[src/rtl/multi_cycle_controller.sv]
// Moore control FSM for a multi-cycle MIPS datapath: sequences fetch, decode,
// execute, memory and writeback, and drives every mux select and write enable.
module multi_cycle_controller #(
  parameter logic [5:0] OP_RTYPE = 6'h00,
  parameter logic [5:0] OP_LW    = 6'h23,
  parameter logic [5:0] OP_SW    = 6'h2B,
  parameter logic [5:0] OP_BEQ   = 6'h04,
  parameter logic [5:0] OP_ADDI  = 6'h08,
  parameter logic [5:0] OP_J     = 6'h02
) (
  input  logic       clk,
  input  logic       rst,
  input  logic [5:0] opcode,
  input  logic       zero,
  output logic       pc_we,
  output logic       iord_sel,
  output logic       mem_read,
  output logic       mem_write,
  output logic       ir_we,
  output logic       reg_dst_sel,
  output logic       mem_to_reg_sel,
  output logic       reg_we,
  output logic       alu_src_a_sel,
  output logic [1:0] alu_src_b_sel,
  output logic [1:0] alu_op,
  output logic [1:0] pc_src_sel,
  output logic [3:0] state,
  output logic       illegal,
  output logic       instr_done
);

  typedef enum logic [3:0] {
    StFetch   = 4'd0,
    StDecode  = 4'd1,
    StMemAddr = 4'd2,
    StMemRd   = 4'd3,
    StMemWb   = 4'd4,
    StMemWr   = 4'd5,
    StExec    = 4'd6,
    StRWb     = 4'd7,
    StBranch  = 4'd8,
    StJump    = 4'd9,
    StAddiEx  = 4'd10,
    StAddiWb  = 4'd11
  } state_e;

  state_e state_q, state_d;

  // State register; reset returns to FETCH immediately.
  always_ff @(posedge clk or posedge rst) begin
    if (rst) begin
      state_q <= StFetch;
    end else begin
      state_q <= state_d;
    end
  end

  assign state = state_q;

  // Next-state and output decode; every output defaults to 0.
  always_comb begin
    state_d        = StFetch;
    pc_we          = 1'b0;
    iord_sel       = 1'b0;
    mem_read       = 1'b0;
    mem_write      = 1'b0;
    ir_we          = 1'b0;
    reg_dst_sel    = 1'b0;
    mem_to_reg_sel = 1'b0;
    reg_we         = 1'b0;
    alu_src_a_sel  = 1'b0;
    alu_src_b_sel  = 2'b00;
    alu_op         = 2'b00;
    pc_src_sel     = 2'b00;
    illegal        = 1'b0;
    instr_done     = 1'b0;

    case (state_q)
      StFetch: begin
        mem_read      = 1'b1;
        ir_we         = 1'b1;
        alu_src_b_sel = 2'b01;
        pc_we         = 1'b1;
        state_d       = StDecode;
      end
      StDecode: begin
        // ALU precomputes the branch target into ALUOut
        alu_src_b_sel = 2'b11;
        case (opcode)
          OP_LW, OP_SW: state_d = StMemAddr;
          OP_RTYPE:     state_d = StExec;
          OP_BEQ:       state_d = StBranch;
          OP_ADDI:      state_d = StAddiEx;
          OP_J:         state_d = StJump;
          default: begin
            state_d    = StFetch;
            illegal    = 1'b1;
            instr_done = 1'b1;
          end
        endcase
      end
      StMemAddr: begin
        alu_src_a_sel = 1'b1;
        alu_src_b_sel = 2'b10;
        if (opcode == OP_LW) begin
          state_d = StMemRd;
        end else if (opcode == OP_SW) begin
          state_d = StMemWr;
        end else begin
          state_d = StFetch;
        end
      end
      StMemRd: begin
        iord_sel = 1'b1;
        mem_read = 1'b1;
        state_d  = StMemWb;
      end
      StMemWb: begin
        mem_to_reg_sel = 1'b1;
        reg_we         = 1'b1;
        instr_done     = 1'b1;
      end
      StMemWr: begin
        iord_sel   = 1'b1;
        mem_write  = 1'b1;
        instr_done = 1'b1;
      end
      StExec: begin
        alu_src_a_sel = 1'b1;
        alu_op        = 2'b10;
        state_d       = StRWb;
      end
      StRWb: begin
        reg_dst_sel = 1'b1;
        reg_we      = 1'b1;
        instr_done  = 1'b1;
      end
      StBranch: begin
        alu_src_a_sel = 1'b1;
        alu_op        = 2'b01;
        pc_src_sel    = 2'b01;
        pc_we         = zero;
        instr_done    = 1'b1;
      end
      StJump: begin
        pc_src_sel = 2'b10;
        pc_we      = 1'b1;
        instr_done = 1'b1;
      end
      StAddiEx: begin
        alu_src_a_sel = 1'b1;
        alu_src_b_sel = 2'b10;
        state_d       = StAddiWb;
      end
      StAddiWb: begin
        reg_we     = 1'b1;
        instr_done = 1'b1;
      end
      default: begin
        state_d = StFetch;
      end
    endcase

    // While reset is held, no write or strobe may leak out of FETCH
    if (rst) begin
      pc_we      = 1'b0;
      mem_read   = 1'b0;
      mem_write  = 1'b0;
      ir_we      = 1'b0;
      reg_we     = 1'b0;
      illegal    = 1'b0;
      instr_done = 1'b0;
    end
  end

endmodule

[config.mk]
export PLATFORM = sky130hd
export DESIGN_NAME = multi_cycle_controller
export DESIGN_NICKNAME = d
export VERILOG_FILES = /design/src/rtl/multi_cycle_controller.sv
export SDC_FILE = /design/constraint.sdc
export NUM_CORES = 1
export LEC_CHECK = 0
export CAP_MARGIN = 20
export CORE_AREA = 2 2 39 41
export CTS_CLUSTER_SIZE = 14
export DETAILED_ROUTE_END_ITERATION = 12
export DIE_AREA = 0 0 41 43
export PLACE_DENSITY = 0.79
export SLEW_MARGIN = 5
export SYNTH_ARGS = -nofsm -noshare
export SYNTH_HDL_FRONTEND = slang
export SYNTH_SLANG_ARGS = --single-unit
[constraint.sdc]
create_clock -name clk -period 4.16 [get_ports clk]
set_input_delay 0.832 -clock clk [delete_from_list [all_inputs] [get_ports clk]]
set_output_delay 0.832 -clock clk [all_outputs]
set_load 0.01 [all_outputs]
==> results of run 1 <==
## Yosys cell counts
master    instances
a31oi_1           1
inv_2             1
o211ai_1          2
nand2_1           7
a211oi_2          1
dfrtp_1           4
o21ai_0           3
nand4_1           1
nor2b_1           1
xor2_1            3
o311a_1           1
o21ai_1           1
nand2b_1          4
nor3_1           11
clkbuf_1          1
nor2_1           12
buf_1             1
and3_1            3
nand3_1           2
nand3b_1          1
or3_4             1
a31o_1            1
and2_1            1
nor4_1            1
buf_2             2
o31a_1            1
inv_1             2
a21oi_1           1
a211o_1           1
## cell type report
type | instances | area, µm²
Clock buffer | 3 | 22.52
Multi-Input combinational cell | 61 | 345.3
Tap cell | 16 | 20.02
Inverter | 3 | 11.26
Sequential cell | 4 | 100.1
Timing Repair Buffer | 29 | 290.3
Fill cell | 141 | 594.3
## routing by layer
layer  up-vias  wire length (µm)  track usage [%]
li1        312                 -                -
met1       276               602            19.34
met2        36               651            27.81
met3         0               118           0.5236
met4         0                 0            4.000
met5         -                 0                0
## worst max path at each step
| stage | start | endpoint | slack (ns) | cells past startpoint |
|---|---|---|---|---|
| 4_1_cts | rst | instr_done | 0.65 | 6 |
| 3_5_place_dp | rst | instr_done | 0.66 | 6 |
| 3_3_place_gp | rst | instr_done | 0.68 | 6 |
| 6_report | rst | instr_done | 0.65 | 6 |
| 2_1_floorplan | rst | instr_done | 1.60 | 4 |
| 5_1_grt | opcode[4] | instr_done | 0.57 | 6 |
## cell families (layout without fill, tap and decap cells)
family / count (synthesis) / in the layout / synth area share, %
XOR/XNOR: 3 / 3 / 5.542
flip-flops: 4 / 4 / 21.11
buffers and inverters: 7 / 35 / 6.067
AO/OA/AOI/OAI: 13 / 13 / 20.05
AND/OR/NAND/NOR: 45 / 45 / 47.23
## where the power goes
group          switching [W]   total, W  internal (W)
registers          0.0000245  0.0000697     0.0000452
clock network      0.0000158  0.0000480     0.0000323
logic              0.0000770   0.000165     0.0000877
total               0.000117   0.000282      0.000165
## tightest hold or removal path, delay by kind of cell (launching register included)
kind	cells	cell delay [ns]
flops	1	0.51
simple gates	1	0.11
compound gates	1	0.06
## metrics by stage
stage                     hold WS, ns  instance area (µm²)
after floorplan                0.6147                474.2
after global placement         0.7051                767.0
after detailed placement       0.7122                767.0
after CTS                      0.7183                789.5
after global routing           0.7675                789.5
final                          0.7306                789.5
==> flow_summary.toml, run 1 <==
[timing]
finalCriticalPeriod_ns = 3.513
finalHoldViolCount = 0
grt_setup_unrepaired = "false"
fin_crit_sh_pct = 84.44
clock.fmax_mhz = 284.7
worstMarginPinSlew_ns = 0.4649
tns_ns = 0
fin_ws_ns = 0.6475
fin_skew_ns = 0.0004094
relSlewSlack_pct = 69.01
slew_violations = 0
setup_violations = 0

[clock_network]
cts_max_level = 1
cts_resized = 0
numCtsBuffers = 3
cts_tree = "done"
root_buffer = "clkbuf_4"
clock_latency_ns = 0.23
postCtsHoldBufs = 0
cts_sinks = 4
cts_buffer_depth = 2
cts_setup_buffers = 0
clk_pin_slew_ns = 0.04

[drt]
wl_per_cell_um = 11.83
vias_per_cell = 5.379
post-route-drc-count = 0
vias = 624
drtPass1Iterations = 5
routed_wl_um = 1372
antenna_left = 0
drt_iter0_markers = 13

[worst_setup_path]
cp_num_buf_inv = 2
path_common_cell = "clkdlybuf4s50_1"
rrSetupSlack_ns = 2.78
critPathMaxStageDelay_ns = 0.52
end_kind = "output pin"
startpoint_type = "input pin"
critPathArrivalTime_ns = 2.68
cp_cell_sequence = "clkdlybuf4s50_1 -> or3_4 -> a211oi_2 -> and3_1 -> a31o_1 -> clkdlybuf4s50_1"
cp_top_family = "buffers and inverters"
worst_ep_required_time_ns = 3.33
r2r_end = "state[0]"
critPathKind = "input pin to output pin"
path_max_fanout = 4
crit_slowest_cell = "clkdlybuf4s50_1"
r2r_start = "state[1]"
r2r_cells = 3

[synth]
synth_top_area_share_pct = 21.11
avgSynthCellArea_um2 = 6.586
yosys-top-cells-area = "dfrtp_1 (21%), nor3_1 (12%), nor2_1 (9.5%)"
yosys_warnings = 0
ys_seq_elements = 4
syn_inst = 72
post_synth_num_cell_types = 29
synth_area_um2 = 474.2
ys_seq_area_share_pct = 21.11
yosys.area.top_type = "dfrtp_1"
synth.net_count = 81

[placed_design]
placedCellCount = 113
port_buffers = 29
pre_cts_ws_ns = 0.6641
place.gp.congestion = 0.8129
hpwl_um = 1083

[hold_path]
hold_class = "flop to flop"
min_to = "state[3]"
min_from = "state[3]"
holdPathStages = 2

[finish]
mostFrequentLayoutCells = "clkdlybuf4s50_1 (29), nor2_1 (12), nor3_1 (11), nand2_1 (7)"
finalNetCount = 111
largest_reg_flops = 4
fin_cells = 116
drive_gt1_share_pct = 6.000
mostFrequentLayoutCell = "clkdlybuf4s50_1"
diodes = 0
final_core_util_pct = 57.05
area_growth_pct = 66.49

[floorplan]
pin_count = 30
die_w_um = 41
core_mm2 = 0.001384
initial_core_util_pct = 34.27
fp-row-count = 14
dieArea_mm2 = 0.001763
die_y_um = 43

[power]
p_per_area_mw_per_mm2 = 357.6
p_leak_nw = 0.3223
max-vdd-ir-drop_mv = 0.2088
p_total_w = 0.0002823

[grt]
grt_overflow_total = 0
antenna_found_initial = 0
first_global_vias = 484
grt_pass1_wl_um = 2014
grt_usage_pct = 15.66
grt_max_degree = 17

[status]
status = "complete, no violations"

[run]
drv_cap = 0
Power figures use the tool's default switching activity.
==> inputs of run 2 (changes only) <==
--- a/config.mk
+++ b/config.mk
@@ -6,11 +6,10 @@
 export NUM_CORES = 1
 export LEC_CHECK = 0
 export CAP_MARGIN = 20
-export CORE_AREA = 2 2 39 41
+export CORE_UTILIZATION = 31
 export CTS_CLUSTER_SIZE = 14
 export DETAILED_ROUTE_END_ITERATION = 12
-export DIE_AREA = 0 0 41 43
-export PLACE_DENSITY = 0.79
+export PLACE_DENSITY = 0.73
 export SLEW_MARGIN = 5
 export SYNTH_ARGS = -nofsm -noshare
 export SYNTH_HDL_FRONTEND = slang
==> constraint.sdc (replaced) <==
create_clock -name clk -period 3 [get_ports clk]
set_input_delay 0.6 -clock clk [delete_from_list [all_inputs] [get_ports clk]]
set_output_delay 0.6 -clock clk [all_outputs]
set_load 0.01 [all_outputs]
==> run 2 against run 1 <==
Clock skew is essentially flat. Wire length grew 5.8%. Total power grew 41%. First-iteration DRC count shrank 7.7%. Sequential power grew 33%. Design area grew 5.5%. Cell count grew 3.4%. Non-clock buffer count grew 5. Clock power grew 45%. Die area shrank 4.1%.
==> flow_summary.toml, run 2 (synthesis results as in run 1) <==
[floorplan]
fp-row-count = 13
initial_core_util_pct = 34.71
core_mm2 = 0.001366
die_y_um = 41.11
dieArea_mm2 = 0.001690
pin_count = 30
die_w_um = 41.11

[worst_setup_path]
critPathKind = "input pin to output pin"
r2r_start = "state[1]"
critical_path.startpoint = "rst"
r2r_cells = 3
path_max_fanout = 2
crit_path_end = "illegal"
end_kind = "output pin"
worst_ep_required_time_ns = 2.40
startpoint_type = "input pin"
rrSetupSlack_ns = 1.61
critPathArrivalTime_ns = 2.31
r2r_end = "state[0]"

[drt]
wl_met1_um = 649
met2WireLength_um = 697
routed_wl_um = 1451
wl_met3_um = 88
highest_layer = "met4"
post-route-drc-count = 0
drtPass1Iterations = 4
vias_per_cell = 5.350
antenna_left = 0
vias = 642
wl_per_cell_um = 12.09
drt_iter0_markers = 12

[finish]
largest_reg_flops = 4
final_core_util_pct = 60.99
mostFrequentLayoutCell = "clkdlybuf4s50_1"
multiInputGateArea_um2 = 350.3
mostFrequentLayoutCells = "clkdlybuf4s50_1 (28), nor2_1 (12), nor3_1 (10), nand2_1 (7), buf_4 (5)"
diodes = 0
area_growth_pct = 75.73
final-seq-area_um2 = 100.1
finalNetCount = 116
fillers = 132
drive_gt1_share_pct = 11.43

[power]
max-vdd-ir-drop_mv = 0.2659
p_per_area_mw_per_mm2 = 477.2
p_leak_nw = 0.3636

[grt]
grt_max_degree = 17
grt_pass1_wl_um = 2173
antenna_found_initial = 0
grt_overflow_total = 0
grt_usage_pct = 19.46
first_global_vias = 529

[timing]
finalHoldViolCount = 0
worstMarginPinSlew_ns = 0.4612
setup_violations = 0
tns_ns = 0
finalCriticalPeriod_ns = 2.913
clock.fmax_mhz = 343.3
slew_violations = 0
grt_setup_unrepaired = "false"
fin_crit_sh_pct = 97.10
relSlewSlack_pct = 69.26
fin_skew_ns = 0.0003393

[run]
drv_cap = 0

[placed_design]
port_buffers = 29
hpwl_um = 1097
place.gp.congestion = 0.8475

[clock_network]
cts_max_level = 1
cts_tree = "done"
root_buffer = "clkbuf_4"
cts_sinks = 4
cts_buffer_depth = 2
numCtsBuffers = 3
clock_latency_ns = 0.24
clk_pin_slew_ns = 0.04

[hold_path]
hold_class = "flop to flop"

[status]
status = "complete, no violations"
run 2: power by group:
group	internal [W]	leakage, nW	switching (W)
Sequential	0.0000627	0.0534	0.0000300
Clock	0.0000449	0.0138	0.0000245
Combinational	0.000125	0.296	0.000110
Total	0.000233	0.364	0.000165
run 2: layout make-up:
type / count / area share, %
repair buffers: 34 / 39.64
multi-input cells: 61 / 42.04
inverters: 3 / 1.351
flip-flops and latches: 4 / 12.01
well taps: 15 / 2.252
clock buffers: 3 / 2.703
run 2: stage by stage:
step	hold WS (ns)	cell area (µm²)	setup slack [ns]	instances	power (W)
after global placement	0.6152	803.3	0.03216	117	0.0003266
after CTS	0.6358	825.8	0.008510	120	0.0003983
after detailed placement	0.6254	803.3	0.01852	117	0.0003282
after floorplan	0.3827	474.2	0.9018	72	0.0002088
after global routing	0.6770	833.3	0.01781	120	0.0004300
final	0.6352	833.3	0.08698	120	0.0003976
run 2: how the worst min path moves through the flow:
stage                          end  cells past startpoint     start
after floorplan           state[0]                      1       rst
after global placement    state[3]                      2  state[2]
after detailed placement  state[3]                      2  state[2]
after CTS                 state[3]                      2  state[2]
after global routing      state[3]                      2  state[2]
final                     state[3]                      2  state[2]
run 2: critical path: stages:
cell and delay (ns):
clkdlybuf4s50_1 0.43, or3_4 0.34, a211oi_2 0.18, and3_1 0.21, clkdlybuf4s50_1 0.55
run 2: layer usage:
layer	up-vias	global-route usage (%)
met2	29	36.33
met3	2	3.804
met5	-	0
met1	285	21.90
li1	326	-
met4	0	5.645
run 2: what timing repair did:
action | 4_1_cts | 5_1_grt
hold buffers | 0 | 0
setup buffers | 0 | 0
gates resized for setup | 0 | 2
setup endpoints to repair | 0 | 1
